==> src/rtl/param_computer_pkg.sv <==
// Shared encodings for the parametrised two-register computer: ALU/jump codes,
// FSM states and instruction field offsets expressed as functions of LIT_W.
package computer_pkg;

  typedef enum logic [1:0] {
    ALU_ADD = 2'b00,
    ALU_SUB = 2'b01,
    ALU_AND = 2'b10,
    ALU_OR  = 2'b11
  } alu_op_t;

  typedef enum logic [1:0] {
    JMP_NONE = 2'b00,
    JMP_JMP  = 2'b01,
    JMP_JEQ  = 2'b10,
    JMP_HALT = 2'b11
  } jmp_t;

  typedef enum logic {
    ST_RUN  = 1'b0,
    ST_HALT = 1'b1
  } state_t;

  localparam int ALU_S_W = 2;
  localparam int JMP_W   = 2;

  // Field layout: lit | alu_s(2) | loadA | loadB | selB | jmp(2), LSB first.
  function automatic int alu_s_lo(input int lit_w);
    return lit_w;
  endfunction

  function automatic int load_a_bit(input int lit_w);
    return lit_w + 2;
  endfunction

  function automatic int load_b_bit(input int lit_w);
    return lit_w + 3;
  endfunction

  function automatic int sel_b_bit(input int lit_w);
    return lit_w + 4;
  endfunction

  function automatic int jmp_lo(input int lit_w);
    return lit_w + 5;
  endfunction

endpackage

==> src/rtl/param_computer_if.sv <==
// Instruction-memory write port of param_computer.
// Handshake: single-beat strobe with no ready; the slave stores wdata at waddr on
// every rising clock edge where we=1, regardless of the core's run/stall state.
interface param_computer_if #(
  parameter int PC_W    = 4,
  parameter int INSTR_W = 11
);
  logic               we;
  logic [PC_W-1:0]    waddr;
  logic [INSTR_W-1:0] wdata;

  modport master (output we, waddr, wdata);
  modport slave  (input  we, waddr, wdata);
endinterface

==> src/rtl/param_computer_alu.sv <==
// Combinational DATA_W-bit ALU: ADD (carry-out), SUB (borrow = a<b), AND, OR.
module alu_param
  import computer_pkg::*;
#(
  parameter int DATA_W = 8
) (
  input  logic [DATA_W-1:0] a,
  input  logic [DATA_W-1:0] b,
  input  alu_op_t           s,
  output logic [DATA_W-1:0] out,
  output logic              carry
);

  logic [DATA_W:0] sum;

  always_comb begin
    sum   = {1'b0, a} + {1'b0, b};
    out   = '0;
    carry = 1'b0;
    unique case (s)
      ALU_ADD: begin
        out   = sum[DATA_W-1:0];
        carry = sum[DATA_W];
      end
      ALU_SUB: begin
        out   = a - b;
        carry = (a < b);
      end
      ALU_AND: out = a & b;
      ALU_OR:  out = a | b;
    endcase
  end

endmodule

==> src/rtl/param_computer.sv <==
// Two-register teaching computer: writable IM, A/B registers, Z/C flags,
// JMP/JEQ/HALT sequencing and a global enable that stalls all core state.
module param_computer
  import computer_pkg::*;
#(
  parameter  int DATA_W  = 8,
  parameter  int PC_W    = 4,
  parameter  int LIT_W   = 4,
  localparam int INSTR_W = LIT_W + 7
) (
  input  logic                clk,
  input  logic                rst,
  input  logic                en,
  param_computer_if.slave     im,
  output logic [PC_W-1:0]     pc_out,
  output logic [INSTR_W-1:0]  instr_out,
  output logic [DATA_W-1:0]   alu_out,
  output logic [DATA_W-1:0]   regA_out,
  output logic [DATA_W-1:0]   regB_out,
  output logic                flag_z,
  output logic                flag_c,
  output logic                halted,
  output state_t              state_dbg
);

  localparam int ALU_LO = alu_s_lo(LIT_W);
  localparam int LA_BIT = load_a_bit(LIT_W);
  localparam int LB_BIT = load_b_bit(LIT_W);
  localparam int SB_BIT = sel_b_bit(LIT_W);
  localparam int JMP_LO = jmp_lo(LIT_W);

  logic [INSTR_W-1:0] imem [2**PC_W];

  logic [PC_W-1:0]   pc_q, pc_d;
  logic [DATA_W-1:0] a_q, a_d, b_q, b_d;
  logic              z_q, z_d, c_q, c_d;
  state_t            state_q, state_d;

  logic [INSTR_W-1:0] instr;
  logic [LIT_W-1:0]   lit;
  logic [PC_W-1:0]    lit_pc, pc_inc;
  alu_op_t            alu_s;
  jmp_t               jmp;
  logic               load_a, load_b, sel_b;
  logic [DATA_W-1:0]  b_mux, alu_res;
  logic               alu_c;

  // IM is deliberately not reset; a write to the current PC is seen next cycle.
  always_ff @(posedge clk) begin
    if (im.we) imem[im.waddr] <= im.wdata;
  end

  assign instr  = imem[pc_q];
  assign lit    = instr[LIT_W-1:0];
  assign lit_pc = lit[PC_W-1:0];
  assign pc_inc = pc_q + PC_W'(1);
  assign alu_s  = alu_op_t'(instr[ALU_LO +: ALU_S_W]);
  assign jmp    = jmp_t'(instr[JMP_LO +: JMP_W]);
  assign load_a = instr[LA_BIT];
  assign load_b = instr[LB_BIT];
  assign sel_b  = instr[SB_BIT];
  assign b_mux  = sel_b ? DATA_W'(lit) : b_q;

  alu_param #(.DATA_W(DATA_W)) u_alu (
    .a     (a_q),
    .b     (b_mux),
    .s     (alu_s),
    .out   (alu_res),
    .carry (alu_c)
  );

  always_comb begin
    pc_d    = pc_q;
    a_d     = a_q;
    b_d     = b_q;
    z_d     = z_q;
    c_d     = c_q;
    state_d = state_q;
    if (en && (state_q == ST_RUN)) begin
      if (load_a) a_d = alu_res;
      if (load_b) b_d = alu_res;
      if (load_a || load_b) begin
        z_d = (alu_res == '0);
        c_d = alu_c;
      end
      // JEQ tests the flag as it stood before this instruction's own update.
      unique case (jmp)
        JMP_NONE: pc_d = pc_inc;
        JMP_JMP:  pc_d = lit_pc;
        JMP_JEQ:  pc_d = z_q ? lit_pc : pc_inc;
        JMP_HALT: state_d = ST_HALT;
      endcase
    end
  end

  always_ff @(posedge clk or posedge rst) begin
    if (rst) begin
      pc_q    <= '0;
      a_q     <= '0;
      b_q     <= '0;
      z_q     <= 1'b0;
      c_q     <= 1'b0;
      state_q <= ST_RUN;
    end else begin
      pc_q    <= pc_d;
      a_q     <= a_d;
      b_q     <= b_d;
      z_q     <= z_d;
      c_q     <= c_d;
      state_q <= state_d;
    end
  end

  assign pc_out    = pc_q;
  assign instr_out = instr;
  assign alu_out   = alu_res;
  assign regA_out  = a_q;
  assign regB_out  = b_q;
  assign flag_z    = z_q;
  assign flag_c    = c_q;
  assign halted    = (state_q == ST_HALT);
  assign state_dbg = state_q;

endmodule

==> src/flat_wrapper.sv <==
// flat-port wrapper written by rule: the top's interface ports become plain ports
module param_computer_flat import computer_pkg::*;
#(
  parameter  int DATA_W  = 8,
  parameter  int PC_W    = 4,
  parameter  int LIT_W   = 4,
  localparam int INSTR_W = LIT_W + 7
)
  (clk, rst, en, pc_out, instr_out, alu_out, regA_out, regB_out, flag_z, flag_c, halted, state_dbg, im_we, im_waddr, im_wdata);
  param_computer_if #(.PC_W(PC_W), .INSTR_W((11))) im_i ();
  input  logic clk;
  input  logic rst;
  input  logic en;
  output logic [PC_W-1:0] pc_out;
  output logic [INSTR_W-1:0] instr_out;
  output logic [DATA_W-1:0] alu_out;
  output logic [DATA_W-1:0] regA_out;
  output logic [DATA_W-1:0] regB_out;
  output logic flag_z;
  output logic flag_c;
  output logic halted;
  output state_t state_dbg;
  input wire logic [$bits(im_i.we)-1:0] im_we;
  input wire logic [$bits(im_i.waddr)-1:0] im_waddr;
  input wire logic [$bits(im_i.wdata)-1:0] im_wdata;
  assign im_i.we = im_we;
  assign im_i.waddr = im_waddr;
  assign im_i.wdata = im_wdata;
  param_computer #(.DATA_W(DATA_W), .PC_W(PC_W), .LIT_W(LIT_W)) u_core (.clk(clk), .rst(rst), .en(en), .im(im_i), .pc_out(pc_out), .instr_out(instr_out), .alu_out(alu_out), .regA_out(regA_out), .regB_out(regB_out), .flag_z(flag_z), .flag_c(flag_c), .halted(halted), .state_dbg(state_dbg));
endmodule
==> config.mk <==
export PLATFORM = sky130hd
export DESIGN_NAME = param_computer_flat
export DESIGN_NICKNAME = d
export VERILOG_FILES = /design/src/rtl/param_computer_pkg.sv /design/src/rtl/param_computer_if.sv /design/src/rtl/param_computer_alu.sv /design/src/rtl/param_computer.sv /design/src/flat_wrapper.sv
export SDC_FILE = /design/constraint.sdc
export NUM_CORES = 1
export LEC_CHECK = 0
export CORE_MARGIN = 5
export CORE_UTILIZATION = 52
export DETAILED_ROUTE_END_ITERATION = 10
export PLACE_DENSITY = 0.73
export SYNTH_ARGS = -nofsm -noshare
export SYNTH_HDL_FRONTEND = slang
export SYNTH_HIERARCHICAL = 1
export SYNTH_SLANG_ARGS = --single-unit
==> constraint.sdc <==
create_clock -name clk -period 6.3 [get_ports clk]
set_input_delay 0.63 -clock clk [delete_from_list [all_inputs] [get_ports clk]]
set_output_delay 0.63 -clock clk [all_outputs]
set_load 0.01 [all_outputs]
==> results.py, run 1 <==
metrics = {
    "synthesis": {
        "syn_nets": 603,
        "synth.area.top_cells": "sky130_fd_sc_hd__edfxtp_1, sky130_fd_sc_hd__dfrtp_1, sky130_fd_sc_hd__mux4_2",
        "synth_async_sr_flop_share_pct": 11.56,
        "post_synth_most_frequent_cells": "sky130_fd_sc_hd__edfxtp_1, sky130_fd_sc_hd__mux2i_1, sky130_fd_sc_hd__inv_1",
        "post_synth_inst_count": 553,
        "share_of_the_yosys_chip_area_belonging_to_registers_pct": 64.69,
        "count_of_flip_flops_with_a_built_in_enable_after_synthesis": 176,
        "mappedNetlistArea_sq_um": 9060,
        "synth-warning-count": 6,
        "syn_avg_cell_area_sq_um": 16.38,
        "synth.most_common_cell": "sky130_fd_sc_hd__edfxtp_1",
        "post_synth_top_area_share_pct": 58.33,
        "synth_cell_types": 63,
        "ys_seq_elements": 199,
        "synth_area_leader_cell": "sky130_fd_sc_hd__edfxtp_1",
        "synthFlopType": "sky130_fd_sc_hd__edfxtp_1",
    },
    "worst_setup_path": {
        "critical-path-top-delay-family": "multiplexers",
        "path_max_fanout": 21,
        "timing.rr.end": "u_core/flag_z",
        "critPathArrivalTime_ns": 5.18,
        "start_kind": "register",
        "worstPathCellList": "mux4_1 > mux4_2 > mux2_4 > ha_1 > inv_1 > fa_1 > nand3b_1 > a21oi_1 > o21a_1 > o31ai_1 > a221oi_1 > clkdlybuf4s50_1",
        "critical_path.endpoint_type": "output port",
        "rr_startpoint": "u_core/pc_out[2]",
        "type_of_the_setup_path_with_the_least_slack": "register to output port",
        "critical-path-max-stage-delay_ns": 0.94,
        "timing.reg2reg.worst_path_depth": 13,
        "critPathRequiredTime_ns": 5.67,
        "path_buf_inv": 2,
        "cpMaxStageDelayCell": "sky130_fd_sc_hd__dfrtp_1",
        "critical_path_cell_count": 12,
        "rrSetupSlack_ns": 1.61,
    },
    "min_path": {
        "holdPathEnd": "u_core/flag_c",
        "worst_hold_path.num_cells": 1,
        "hold_class": "register to register",
        "timing.hold.worst.start": "u_core/flag_c",
    },
    "floorplan": {
        "initial_utilization_pct": 52.75,
        "floorplan.die.width_um": 142.0,
        "design.core.area_sq_um": 17180,
        "ioPinCount": 62,
        "dieHeight_um": 142.0,
        "std_cell_rows": 48,
        "die_area_sq_um": 20160,
    },
    "placement": {
        "gpl.final_weighted_congestion": 0.9249,
        "estimated_wirelength_of_the_detail_placed_design_um": 13620,
        "port_buffers": 61,
    },
    "detailed_routing": {
        "drt-vias-per-instance": 6.025,
        "detail_route.wirelength_um": 20340,
        "initialDrtViolationCount": 482,
        "detailedRoute.firstPassIterationCount": 5,
        "dr_wl_cell_um": 23.43,
        "detail_route.drc_violations": 0,
        "vias": 5230,
        "route.antenna.remaining_nets": 0,
    },
    "layout": {
        "flow.area_growth_from_synthesis_pct": 16.05,
        "fraction_of_layout_cells_with_a_size_suffix_above_1_pct": 15.40,
        "num-nets-final": 680,
        "antenna-diode-count": 0,
        "final_util_pct": 61.21,
        "fillerInstances": 1291,
    },
    "sta": {
        "hold_viol_final": 0,
        "relative_slew_slack_pct": 12.04,
        "fmaxAchievable_ghz": 0.1720,
        "totalNegativeSetupSlack_ns": 0,
        "max_slew.worst_pin.slew_ns": 1.312,
        "fin_crit_ns": 5.812,
        "slew_viol_final": 0,
        "clock_skew_ns": 0.008522,
        "report.final.setup_viol": 0,
        "layout_worst_path_cycle_share_pct": 92.26,
        "rsz0062_at_grt": "no",
    },
    "cts": {
        "post_cts.resized_instances": 0,
        "clockBufferDepth": 2,
        "cts-root-buf": "sky130_fd_sc_hd__clkbuf_16",
        "clock_sink_count": 199,
        "tritoncts": "done",
        "cts-buffers-inserted": 17,
        "clk-insertion-delay-late_ns": 0.43,
        "cts.repair_timing.setup_buffer_count": 0,
        "clk_pin_slew_ns": 0.07,
        "depth_of_the_cts_h_tree": 4,
        "cts-hold-fix-buffers": 0,
    },
    "power": {
        "power_per_unit_of_standard_cell_area_nw_per_um2": 530.6,
        "total_chip_power_mw": 5.578,
        "p_leak_nw": 3.702,
        "power.ir.vdd_worst_mv": 0.3603,
    },
    "global_routing": {
        "globalRouteOverflowTotal": 0,
        "grt_antenna_before_repair": 0,
        "track_usage_pct": 21.04,
        "grt_pass1_vias": 5376,
        "first_pass_grt_wire_length_um": 31310,
        "grt_max_degree": 28,
    },
    "run": {
        "max-cap-violations": 0,
    },
    "outcome": {
        "status": "complete, no violations",
    },
}
[metrics by stage]
stage	hold slack (ns)	std cells	cell area, sq um	setup WS, ns
floorplan	0.5220	553	9060	1.970
global route	0.5347	868	10510	0.1991
global placement	0.4841	836	9936	1.025
detailed placement	0.4867	836	9936	0.9326
CTS	0.5019	868	10510	0.4448
finish	0.4979	868	10510	0.4875
[metal layers]
layer / global-route usage [%] / share of wire (%)
met1: 28.47 / 41
met2: 34.56 / 50
met3: 3.696 / 7.1
met4: 7.828 / 2.1
met5: 0 / 0
[flip-flops by register name, indices dropped and copies added, names as in the netlist]
signal and flops:
u_core/imem 176, u_core/regA_out 8, u_core/regB_out 8, u_core/pc_out 4, u_core/flag_c 1, u_core/flag_z 1, u_core/halted 1
[area by class of cell]
type	count	area, sq um	share of cell area [%]
sequential	199	5864	55.78
multi-input combinational	295	2887	27.45
timing repair buffer	83	775.7	7.378
clock buffer	19	432.9	4.118
tap	225	281.5	2.678
clock inverter	13	145.1	1.380
inverter	34	127.6	1.214
[power breakdown]
part           switching, mW  internal (mW)
Clock                  0.473          0.591
Sequential             0.145           1.53
Combinational           1.52           1.32
Total                   2.14           3.44
[kinds of logic (layout without fill, tap and decap cells)]
kind of cell,count (synthesis),after routing,share of synthesized area (%)
DFF,199,199,64.69
buffers and inverters,59,149,3.673
muxes,89,89,15.21
xor gates and xnor gates,1,1,0.09669
adders and majority gates,31,31,4.447
and+or+nand+nor,89,89,4.847
AOI/OAI and AO/OA,85,85,7.043
[cell usage in the layout (no fill, tap or decap), types with 3 or more instances in the layout]
| master | synthesis | layout |
|---|---|---|
| sky130_fd_sc_hd__clkbuf_16 | 0 | 17 |
| sky130_fd_sc_hd__dfrtp_1 | 23 | 22 |
| sky130_fd_sc_hd__a21oi_1 | 14 | 14 |
| sky130_fd_sc_hd__nor2_1 | 26 | 26 |
| sky130_fd_sc_hd__inv_2 | 3 | 3 |
| sky130_fd_sc_hd__nor4_1 | 4 | 4 |
| sky130_fd_sc_hd__a221o_1 | 3 | 3 |
| sky130_fd_sc_hd__inv_6 | 0 | 3 |
| sky130_fd_sc_hd__nand2_1 | 22 | 22 |
| sky130_fd_sc_hd__nor2b_1 | 9 | 9 |
| sky130_fd_sc_hd__o21ai_0 | 9 | 9 |
| sky130_fd_sc_hd__mux4_2 | 25 | 25 |
| sky130_fd_sc_hd__nor3_2 | 0 | 4 |
| sky130_fd_sc_hd__a221oi_1 | 13 | 13 |
| sky130_fd_sc_hd__clkdlybuf4s50_1 | 0 | 61 |
| sky130_fd_sc_hd__mux2_4 | 4 | 4 |
| sky130_fd_sc_hd__mux2i_1 | 33 | 33 |
| sky130_fd_sc_hd__buf_4 | 3 | 22 |
| sky130_fd_sc_hd__edfxtp_1 | 176 | 176 |
| sky130_fd_sc_hd__nand3b_1 | 3 | 3 |
| sky130_fd_sc_hd__ha_1 | 29 | 29 |
| sky130_fd_sc_hd__and2_1 | 3 | 3 |
| sky130_fd_sc_hd__mux4_1 | 8 | 8 |
| sky130_fd_sc_hd__inv_1 | 31 | 31 |
| sky130_fd_sc_hd__a22oi_1 | 9 | 9 |
| sky130_fd_sc_hd__nand2b_1 | 4 | 4 |
| sky130_fd_sc_hd__o211ai_1 | 7 | 7 |
| sky130_fd_sc_hd__o21ai_1 | 4 | 4 |
| sky130_fd_sc_hd__mux2_1 | 17 | 17 |
| sky130_fd_sc_hd__nor3_1 | 7 | 3 |
[how the worst max path moves through the flow]
| stage | slack, ns | startpoint | end |
|---|---|---|---|
| 6_report | 0.49 | u_core/pc_out[2] | alu_out[6] |
| 3_3_place_gp | 1.03 | u_core/pc_out[0] | alu_out[6] |
| 2_1_floorplan | 1.97 | u_core/pc_out[0] | alu_out[6] |
| 3_5_place_dp | 0.93 | u_core/pc_out[0] | alu_out[6] |
| 4_1_cts | 0.44 | u_core/pc_out[2] | alu_out[6] |
| 5_1_grt | 0.20 | u_core/pc_out[2] | alu_out[6] |
No activity file was read; power rests on OpenSTA's default activity.
==> inputs of run 2 (changes only) <==
CTS_BUF_LIST = sky130_fd_sc_hd__clkbuf_8   (was not set)
==> results.py, run 2 (synthesis results as in run 1) <==
metrics = {
    "cts": {
        "cts-hold-fix-buffers": 0,
        "cts-buffers-inserted": 17,
        "clock_sink_count": 199,
        "clockBufferDepth": 2,
        "depth_of_the_cts_h_tree": 4,
        "cts-root-buf": "sky130_fd_sc_hd__clkbuf_8",
        "cts.repair_timing.setup_buffer_count": 0,
        "clk_pin_slew_ns": 0.09,
        "tritoncts": "done",
        "post_cts.resized_instances": 0,
        "clk-insertion-delay-late_ns": 0.45,
    },
    "placement": {
        "port_buffers": 61,
        "place_area_sq_um": 9936,
        "gpl.final_weighted_congestion": 0.9249,
        "estimated_wirelength_of_the_detail_placed_design_um": 13620,
        "dp_worst_setup_slack_ns": 0.9326,
    },
    "global_routing": {
        "grt_antenna_before_repair": 0,
        "first_pass_grt_wire_length_um": 30730,
        "grt_max_degree": 28,
        "track_usage_pct": 20.56,
        "grt_pass1_vias": 5261,
        "globalRouteOverflowTotal": 0,
    },
    "sta": {
        "rsz0062_at_grt": "no",
        "fmaxAchievable_ghz": 0.1710,
        "worst_slack_ns": 0.4520,
        "fin_crit_ns": 5.848,
        "report.final.setup_viol": 0,
        "layout_worst_path_cycle_share_pct": 92.83,
        "clock_skew_ns": 0.01646,
        "max_slew.worst_pin.slew_ns": 1.310,
        "slew_viol_final": 0,
        "hold_viol_final": 0,
        "totalNegativeSetupSlack_ns": 0,
        "relative_slew_slack_pct": 12.21,
    },
    "floorplan": {
        "design.core.area_sq_um": 17180,
        "ioPinCount": 62,
        "initial_utilization_pct": 52.75,
        "std_cell_rows": 48,
        "die_area_sq_um": 20160,
        "dieHeight_um": 142.0,
        "floorplan.die.width_um": 142.0,
    },
    "layout": {
        "fillerInstances": 1312,
        "registers.top_by_ff_count": "u_core/imem",
        "fraction_of_layout_cells_with_a_size_suffix_above_1_pct": 15.40,
        "mostFrequentLayoutCell": "sky130_fd_sc_hd__edfxtp_1",
        "flow.area_growth_from_synthesis_pct": 13.93,
        "final_cell_mix": "sky130_fd_sc_hd__edfxtp_1, sky130_fd_sc_hd__clkdlybuf4s50_1, sky130_fd_sc_hd__inv_1, sky130_fd_sc_hd__mux2i_1, sky130_fd_sc_hd__ha_1",
        "final_util_pct": 60.10,
        "antenna-diode-count": 0,
        "largest_register_ffs": 176,
        "num-nets-final": 680,
        "fin_area_sq_um": 10320,
    },
    "worst_setup_path": {
        "critical_path.endpoint_type": "output port",
        "critPathRequiredTime_ns": 5.67,
        "type_of_the_setup_path_with_the_least_slack": "register to output port",
        "path_max_fanout": 21,
        "start_kind": "register",
        "critPathArrivalTime_ns": 5.22,
    },
    "detailed_routing": {
        "drt-vias-per-instance": 6.041,
        "route.antenna.remaining_nets": 0,
        "dr_wl_cell_um": 23.04,
        "initialDrtViolationCount": 492,
        "detail_route.wirelength_um": 20000,
        "detailedRoute.firstPassIterationCount": 5,
        "vias": 5244,
        "detail_route.drc_violations": 0,
    },
    "power": {
        "power.clock.fraction_pct": 14.9,
        "comb_power_share_pct": 53.6,
        "power.ir.vdd_worst_mv": 0.3509,
        "switching_power_total_mw": 2.094,
        "internal-power_mw": 3.204,
        "p_leak_nw": 3.623,
        "swShare_pct": 39.52,
        "power_per_unit_of_standard_cell_area_nw_per_um2": 513.2,
        "power.share.sequential_pct": 31.5,
    },
    "outcome": {
        "status": "complete, no violations",
    },
    "run": {
        "max-cap-violations": 0,
    },
    "min_path": {
        "hold_class": "register to register",
    },
}
run 2: cell count changes in the layout (fill, tap and decap cells not counted):
cell | previous run | this run
sky130_fd_sc_hd__clkbuf_1 | 2 | 0
sky130_fd_sc_hd__clkbuf_16 | 17 | 0
sky130_fd_sc_hd__clkbuf_8 | 0 | 17
sky130_fd_sc_hd__inv_1 | 31 | 33
run 2: final timing paths:
path / slack [ns] / from / endpoint / cells past startpoint
min reg2reg: 0.50 / u_core/flag_c / u_core/flag_c / 1
max: 0.45 / u_core/pc_out[2] / alu_out[6] / 12
min in group asynchronous: 0.71 / rst / u_core/flag_c / 2
min: 0.50 / u_core/flag_c / u_core/flag_c / 1
max reg2reg: 1.58 / u_core/pc_out[2] / u_core/flag_z / 13
max in group asynchronous: 4.88 / rst / u_core/pc_out[0] / 2
run 2: worst max-delay path, stage by stage, from the launching register on:
cell,delay [ns]
sky130_fd_sc_hd__dfrtp_1,0.96
sky130_fd_sc_hd__mux4_1,0.42
sky130_fd_sc_hd__mux4_2,0.64
sky130_fd_sc_hd__mux2_4,0.27
sky130_fd_sc_hd__ha_1,0.20
sky130_fd_sc_hd__inv_1,0.07
sky130_fd_sc_hd__fa_1,0.41
sky130_fd_sc_hd__nand3b_1,0.20
sky130_fd_sc_hd__a21oi_1,0.15
sky130_fd_sc_hd__o21a_1,0.18
sky130_fd_sc_hd__o31ai_1,0.08
sky130_fd_sc_hd__a221oi_1,0.52
sky130_fd_sc_hd__clkdlybuf4s50_1,0.64
run 2: stage by stage:
step	power, mW	hold slack, ns	std cells
after floorplan	3.540	0.5220	553
after global placement	4.505	0.4841	836
after detailed placement	4.539	0.4867	836
after CTS	5.323	0.5081	868
after global routing	5.640	0.5417	868
final	5.298	0.5042	868
run 2: layer usage:
layer | share of wire (%) | routed length [um] | global-route usage [%] | up-vias
met5 | 0 | 0 | 0 | -
met2 | 50 | 10040 | 34.01 | 199
li1 | - | - | - | 2317
met1 | 42 | 8437 | 28.26 | 2709
met4 | 1.2 | 238 | 5.859 | 0
met3 | 6.4 | 1287 | 3.831 | 19
run 2: area by class of cell:
type                    count  area, sq um  area share (%)
repair buffers             83        775.7           7.515
well taps                 225        281.5           2.727
clock buffers              17        234.0           2.267
flip-flops and latches    199         5864           56.81
multi-input cells         295         2887           27.96
inverters                  34        127.6           1.236
clock inverters            15        152.6           1.479
run 2: power by group through the flow:
stage	Combinational, mW	Clock [mW]	Sequential (mW)
after global routing	3.08	0.865	1.69
after detailed placement	2.84	0	1.70
after floorplan	1.90	0	1.64
final	2.84	0.789	1.67
after CTS	2.85	0.803	1.67
after global placement	2.81	0	1.69
==> inputs of run 3 (changes only) <==
SKIP_CTS_REPAIR_TIMING = 1   (was not set)
==> results of run 3 <==
Final layout, timing and power as in run 2 (identical DEF).
==> edit 1 (settings of run 3) <==
`PC_W` is set to 4 in 3 places; all go to 3.
--- a/src/rtl/param_computer_if.sv
+++ b/src/rtl/param_computer_if.sv
@@ -2,7 +2,7 @@
 // Handshake: single-beat strobe with no ready; the slave stores wdata at waddr on
 // every rising clock edge where we=1, regardless of the core's run/stall state.
 interface param_computer_if #(
-  parameter int PC_W    = 4,
+  parameter int PC_W    = 3,
   parameter int INSTR_W = 11
 );
   logic               we;
--- a/src/rtl/param_computer.sv
+++ b/src/rtl/param_computer.sv
@@ -4,7 +4,7 @@
   import computer_pkg::*;
 #(
   parameter  int DATA_W  = 8,
-  parameter  int PC_W    = 4,
+  parameter  int PC_W    = 3,
   parameter  int LIT_W   = 4,
   localparam int INSTR_W = LIT_W + 7
 ) (
--- a/src/flat_wrapper.sv
+++ b/src/flat_wrapper.sv
@@ -2,7 +2,7 @@
 module param_computer_flat import computer_pkg::*;
 #(
   parameter  int DATA_W  = 8,
-  parameter  int PC_W    = 4,
+  parameter  int PC_W    = 3,
   parameter  int LIT_W   = 4,
   localparam int INSTR_W = LIT_W + 7
 )
Interface: changed (resized im_waddr and pc_out); port bits go from 62 to 60. The function was not compared with the original's and may differ.
==> edit 1 against run 3 <==
Final area fell by 38%. Power is 33% lower. First-iteration DRC count fell by 46%. Wire length down 42%. Fmax rose by 4.9%. Worst setup slack improved by 0.27 ns. Sequential cell count decreased by 89. Synthesized cell count is 30% lower. Count of clock-buffer cells in the layout is 8 lower. Synthesized area shrank 39%. Critical path type unchanged. Critical endpoint is now alu_out[5].
==> edit 1: results (changes against run 3) <==
Clock network
  • H-tree levels: 3 (was 4)
  • Clk pin slew, worst setup/hold paths: 0.11 ns (was 0.09 ns)
  • Insertion delay to the later sink of the worst-skew pair: 0.37 ns (was 0.45 ns)

Yosys
  • Post-Synth XOR/XNOR Area: 0.158% (was 0.0967%)
  • Ys async rst share: 20.0% (was 11.6%)
  • Net count after synthesis: 434 (was 603)
  • Adder-Cell Fraction of Synth Area: 7.29% (was 4.45%)
  • Synth Area in Compound Gates: 8.01% (was 7.04%)
  • Top area cells in the synthesized netlist: edfxtp_1 (48%), dfrtp_1 (10%), mux4_2 (7.3%) (was edfxtp_1 (58%), dfrtp_1 (6.4%), mux4_2 (6.2%))
  • Top post-synthesis cells by count: edfxtp_1 (88), inv_1 (31), ha_1 (29) (was edfxtp_1 (176), mux2i_1 (33), inv_1 (31))

Place
  • Place WS: 1.10 ns (was 0.933 ns)
  • Hpwl dp: 8.10 mm (was 13.6 mm)
  • Placed cell count: 572 (was 836)
  • Post-DP Area: 6250 um^2 (was 9940 um^2)

Setup path
  • CP max stage delay: 0.71 ns (was 0.96 ns)
  • Internal reg-to-reg setup slack: 1.71 ns (was 1.58 ns)
  • Worst R2R Start: u_core/pc_out[0] (was u_core/pc_out[2])
  • Worst Setup SP: u_core/pc_out[0] (was u_core/pc_out[2])
  • Arrival time worst endpoint: 4.95 ns (was 5.22 ns)

Global route
  • First-pass GRT wire length: 18.2 mm (was 30.7 mm)
  • Vias in the first global route: 3403 (was 5261)
  • Largest net degree at the start of global routing: 30 (was 28)
  • M2 GR Usage: 30.5% (was 34.0%)
  • All-Layer GR Usage: 18.4% (was 20.6%)
  • GR Util met3: 4.22% (was 3.83%)

Layout
  • Count of multi-input gates: 226 (was 295)
  • FILL cells: 807 (was 1312)
  • Register area: 3190 um^2 (was 5860 um^2)
  • Max FFs per register: 88 (was 176)
  • Multi-input combinational area share: 32.7% (was 28.0%)
  • Clock-cell share of area: 2.95% (was 3.75%)
  • Layout net count: 496 (was 680)
  • Post-layout util: 62.1% (was 60.1%)
  • Ratio of cells with drive above 1 in the final layout: 17.7% (was 15.4%)

STA
  • Slew @ Worst Pin: 1.15 ns (was 1.31 ns)
  • Hold WS: 0.513 ns (was 0.504 ns)
  • Setup ws final: 0.725 ns (was 0.452 ns)

Run status
  • Run status: completed (unchanged)

Power
  • Comb power: 2.17 mW (was 2.84 mW)
  • LEAKAGE: 2.40 nW (was 3.62 nW)
  • Power Density: 551 nW/um^2 (was 513 nW/um^2)
  • Reg power frac: 27.5% (was 31.5%)
  • Switching Share: 41.7% (was 39.5%)

Floorplan
  • Core area: 10400 um^2 (was 17200 um^2)

Route
  • Drt total wl: 11.5 mm (was 20.0 mm)
  • Met2 WL post-DR: 5.62 mm (was 10.0 mm)
  • DR WL/cell: 19.6 um (was 23.0 um)
  • Via density: 5.88 (was 6.04)
  • DRT iter0 DRCs: 265 (was 492)

Min path
  • Hold path startpoint: u_core/halted (was u_core/flag_c)
## edit 1: cell types whose count changed in the layout (fill, tap and decap cells not counted), sizes merged, moves of 12 or more
cell           run 3  this run
edfxtp           176        88
buf               22         9
mux2i             33         8
a221oi            15         3
mux4              33        18
## edit 1: worst reg2reg max path, cell delays in order, from the launching register on
cell	delay [ns]
dfrtp_1	0.71
mux4_2	0.58
mux2i_2	0.46
mux2_2	0.46
inv_1	0.14
ha_1	0.27
o21ba_2	0.22
or4_4	0.42
a211oi_1	0.31
or4_1	0.16
nand4_1	0.17
nor4_1	0.33
nand2_1	0.13
mux2i_1	0.16
## edit 1: logic make-up (layout without fill, tap and decap cells)
| group | Yosys count | count (layout) |
|---|---|---|
| XOR/XNOR | 1 | 1 |
| flip-flops | 110 | 110 |
| buffers and inverters | 49 | 116 |
| AO/OA/AOI/OAI | 63 | 63 |
| AND/OR/NAND/NOR | 74 | 74 |
| adder cells (fa/ha/maj) | 31 | 31 |
| multiplexers | 57 | 57 |
==> edit 2 (settings of run 3) <==
Made on the original files. Put a register stage on the outputs `instr_out`, `alu_out` and `halted`, with the module's reset. The values now appear one clock later. The other outputs are not delayed to match.
--- a/src/rtl/param_computer.sv
+++ b/src/rtl/param_computer.sv
@@ -112,13 +112,21 @@
   end
 
   assign pc_out    = pc_q;
-  assign instr_out = instr;
-  assign alu_out   = alu_res;
   assign regA_out  = a_q;
   assign regB_out  = b_q;
   assign flag_z    = z_q;
   assign flag_c    = c_q;
-  assign halted    = (state_q == ST_HALT);
+  always_ff @(posedge clk or posedge rst) begin
+    if (rst) begin
+      instr_out <= '0;
+      alu_out   <= '0;
+      halted    <= '0;
+    end else begin
+      instr_out <= instr;
+      alu_out   <= alu_res;
+      halted    <= (state_q == ST_HALT);
+    end
+  end
   assign state_dbg = state_q;
 
 endmodule
Formal check against the unedited RTL: not equivalent (Yosys sat finds a counterexample within 4 cycles, from zero or initial values and one cycle with rst high).
==> edit 2 against run 3 <==
Worst hold slack lost 0.052 ns. Critical path depth is 2 higher. Via count up 1.8%. Final area grew 7.3%. Power increased by 3.1%. Sequential cell count rose by 20. Final cell count increased by 4.3%. Wire length grew 2.5%. Critical path type is now reg2reg. Synthesized area increased by 4.7%. Largest power group unchanged. Worst setup slack better by 0.86 ns. Combinational power decreased by 17%.
==> edit 2: results (changes against run 3) <==
Layout
  • Number of diodes: 0 (unchanged)
  • Non-filler cells, final: 905 (was 868)
  • Ratio of cells with drive above 1 in the final layout: 19.7% (was 15.4%)
  • FILL cells: 1265 (was 1312)
  • Layout net count: 699 (was 680)

Global route
  • First-pass GRT wire length: 32.0 mm (was 30.7 mm)
  • All-Layer GR Usage: 19.5% (was 20.6%)
  • Vias in the first global route: 5529 (was 5261)

Place
  • Hpwl dp: 13.1 mm (was 13.6 mm)
  • Place WS: 1.38 ns (was 0.933 ns)
  • Routability congestion estimate: 0.851 (was 0.925)

Setup path
  • Reg2reg path depth: 14 (was 13)
  • CP max stage delay: 0.76 ns (was 0.96 ns)
  • CP max FO: 30 (was 21)
  • Arrival time worst endpoint: 5.42 ns (was 5.22 ns)

STA
  • Final clock skew: 0.0239 ns (was 0.0165 ns)
  • Slew headroom: 38.9% (was 12.2%)

Route
  • Drt total wl: 20.5 mm (was 20.0 mm)
  • Detailed-router iteration count before antenna repair: 7 (was 5)
  • Routed via count: 5338 (was 5244)
  • DRT iter0 DRCs: 360 (was 492)

Power
  • LEAKAGE: 3.96 nW (was 3.62 nW)
  • Worst vdd ir: 0.346 mV (was 0.351 mV)
  • Sw Pwr: 2.00 mW (was 2.09 mW)

Yosys
  • Ys async rst share: 19.6% (was 11.6%)
  • Synth Area per Inst: 17.1 um^2 (was 16.4 um^2)
  • Top post-synthesis cells by count: edfxtp_1 (176), mux4_2 (45), dfrtp_1 (43) (was edfxtp_1 (176), mux2i_1 (33), inv_1 (31))
  • Sequential fraction of the synthesis area: 67.0% (was 64.7%)
  • Net count after synthesis: 605 (was 603)

Clock network
  • Insertion delay to the later sink of the worst-skew pair: 0.53 ns (was 0.45 ns)
  • Max clock buf depth: 3 (was 2)
  • H-tree levels: 2 (was 4)
  • Number of CTS-inserted buffers: 36 (was 17)

Run status
  • Run status: completed (unchanged)

Min path
  • Hold path depth: 0 (was 1)
edit 2: cell types whose count changed in the layout (fill, tap and decap cells not counted), moves of 4 or more:
cell      before  now
mux2i_1       33   11
dfrtp_1       22   42
inv_1         33   44
a221oi_1      13    2
mux4_1         8    0
mux4_2        25   45
a22oi_1        9    5
a211oi_1       2    6
clkbuf_8      17   40
nand2_1       22   16
mux2_1        17   21
buf_4         22   18
o21ai_0        9    4
nor2b_1        9   13
edit 2: area by class of cell:
type	instances	area [um^2]	area share (%)
well taps	229	287	2.59
repair buffers	79	746	6.73
flip-flops and latches	219	6360	57.5
clock inverters	25	140	1.27
multi-input cells	281	2870	25.9
clock buffers	40	551	4.97
inverters	32	120	1.08
edit 2: metrics by stage:
| step | total power, mW | area (um^2) |
|---|---|---|
| 6_report | 5.46 | 11100 |
| 5_1_grt | 5.82 | 11100 |
| 4_1_cts | 5.48 | 11100 |
| 3_5_place_dp | 4.30 | 10400 |
| 3_3_place_gp | 4.24 | 10400 |
| 2_1_floorplan | 3.60 | 9490 |
edit 2: worst paths after layout:
check	slack, ns	startpoint	to
worst max-delay path	1.32	u_core/pc_out[1]	u_core/flag_z
worst min-delay path	0.45	u_core/state_dbg	u_core/halted
worst max register to register	1.32	u_core/pc_out[1]	u_core/flag_z
worst min register to register	0.45	u_core/state_dbg	u_core/halted
max in group asynchronous	5.01	rst	u_core/pc_out[0]
min in group asynchronous	0.63	rst	u_core/alu_out[1]
edit 2: cells by family after synthesis:
| group | after synthesis | synth area share [%] |
|---|---|---|
| AO/OA/AOI/OAI | 70 | 5.17 |
| XOR/XNOR | 1 | 0.0923 |
| AND/OR/NAND/NOR | 97 | 5.47 |
| adder cells (fa/ha/maj) | 31 | 4.25 |
| buffers and inverters | 55 | 2.98 |
| multiplexers | 82 | 15.0 |
| flip-flops | 219 | 67.0 |
edit 2: routing by layer:
layer	part of all wire (%)	GRT usage, %	up-vias
li1	-	-	2361
met1	39	25.2	2703
met2	51	33.1	234
met3	7.5	4.58	40
met4	1.9	5.74	0
met5	0	0	-
edit 2: power groups by stage:
stage,registers [mW],logic [mW],clock network (mW)
3_5_place_dp,1.98,2.32,0
5_1_grt,1.97,2.59,1.26
3_3_place_gp,1.97,2.27,0
4_1_cts,1.95,2.34,1.19
6_report,1.94,2.35,1.17
2_1_floorplan,1.90,1.70,0
edit 2: worst max-delay path: cells and delay by family, from the launching register on:
kind,cells,cell delay (ns)
compound gates,2,0.57
buf+inv,2,0.63
simple gates,5,1.05
fa+ha+maj,1,0.27
flops,1,0.76
mux,4,1.57
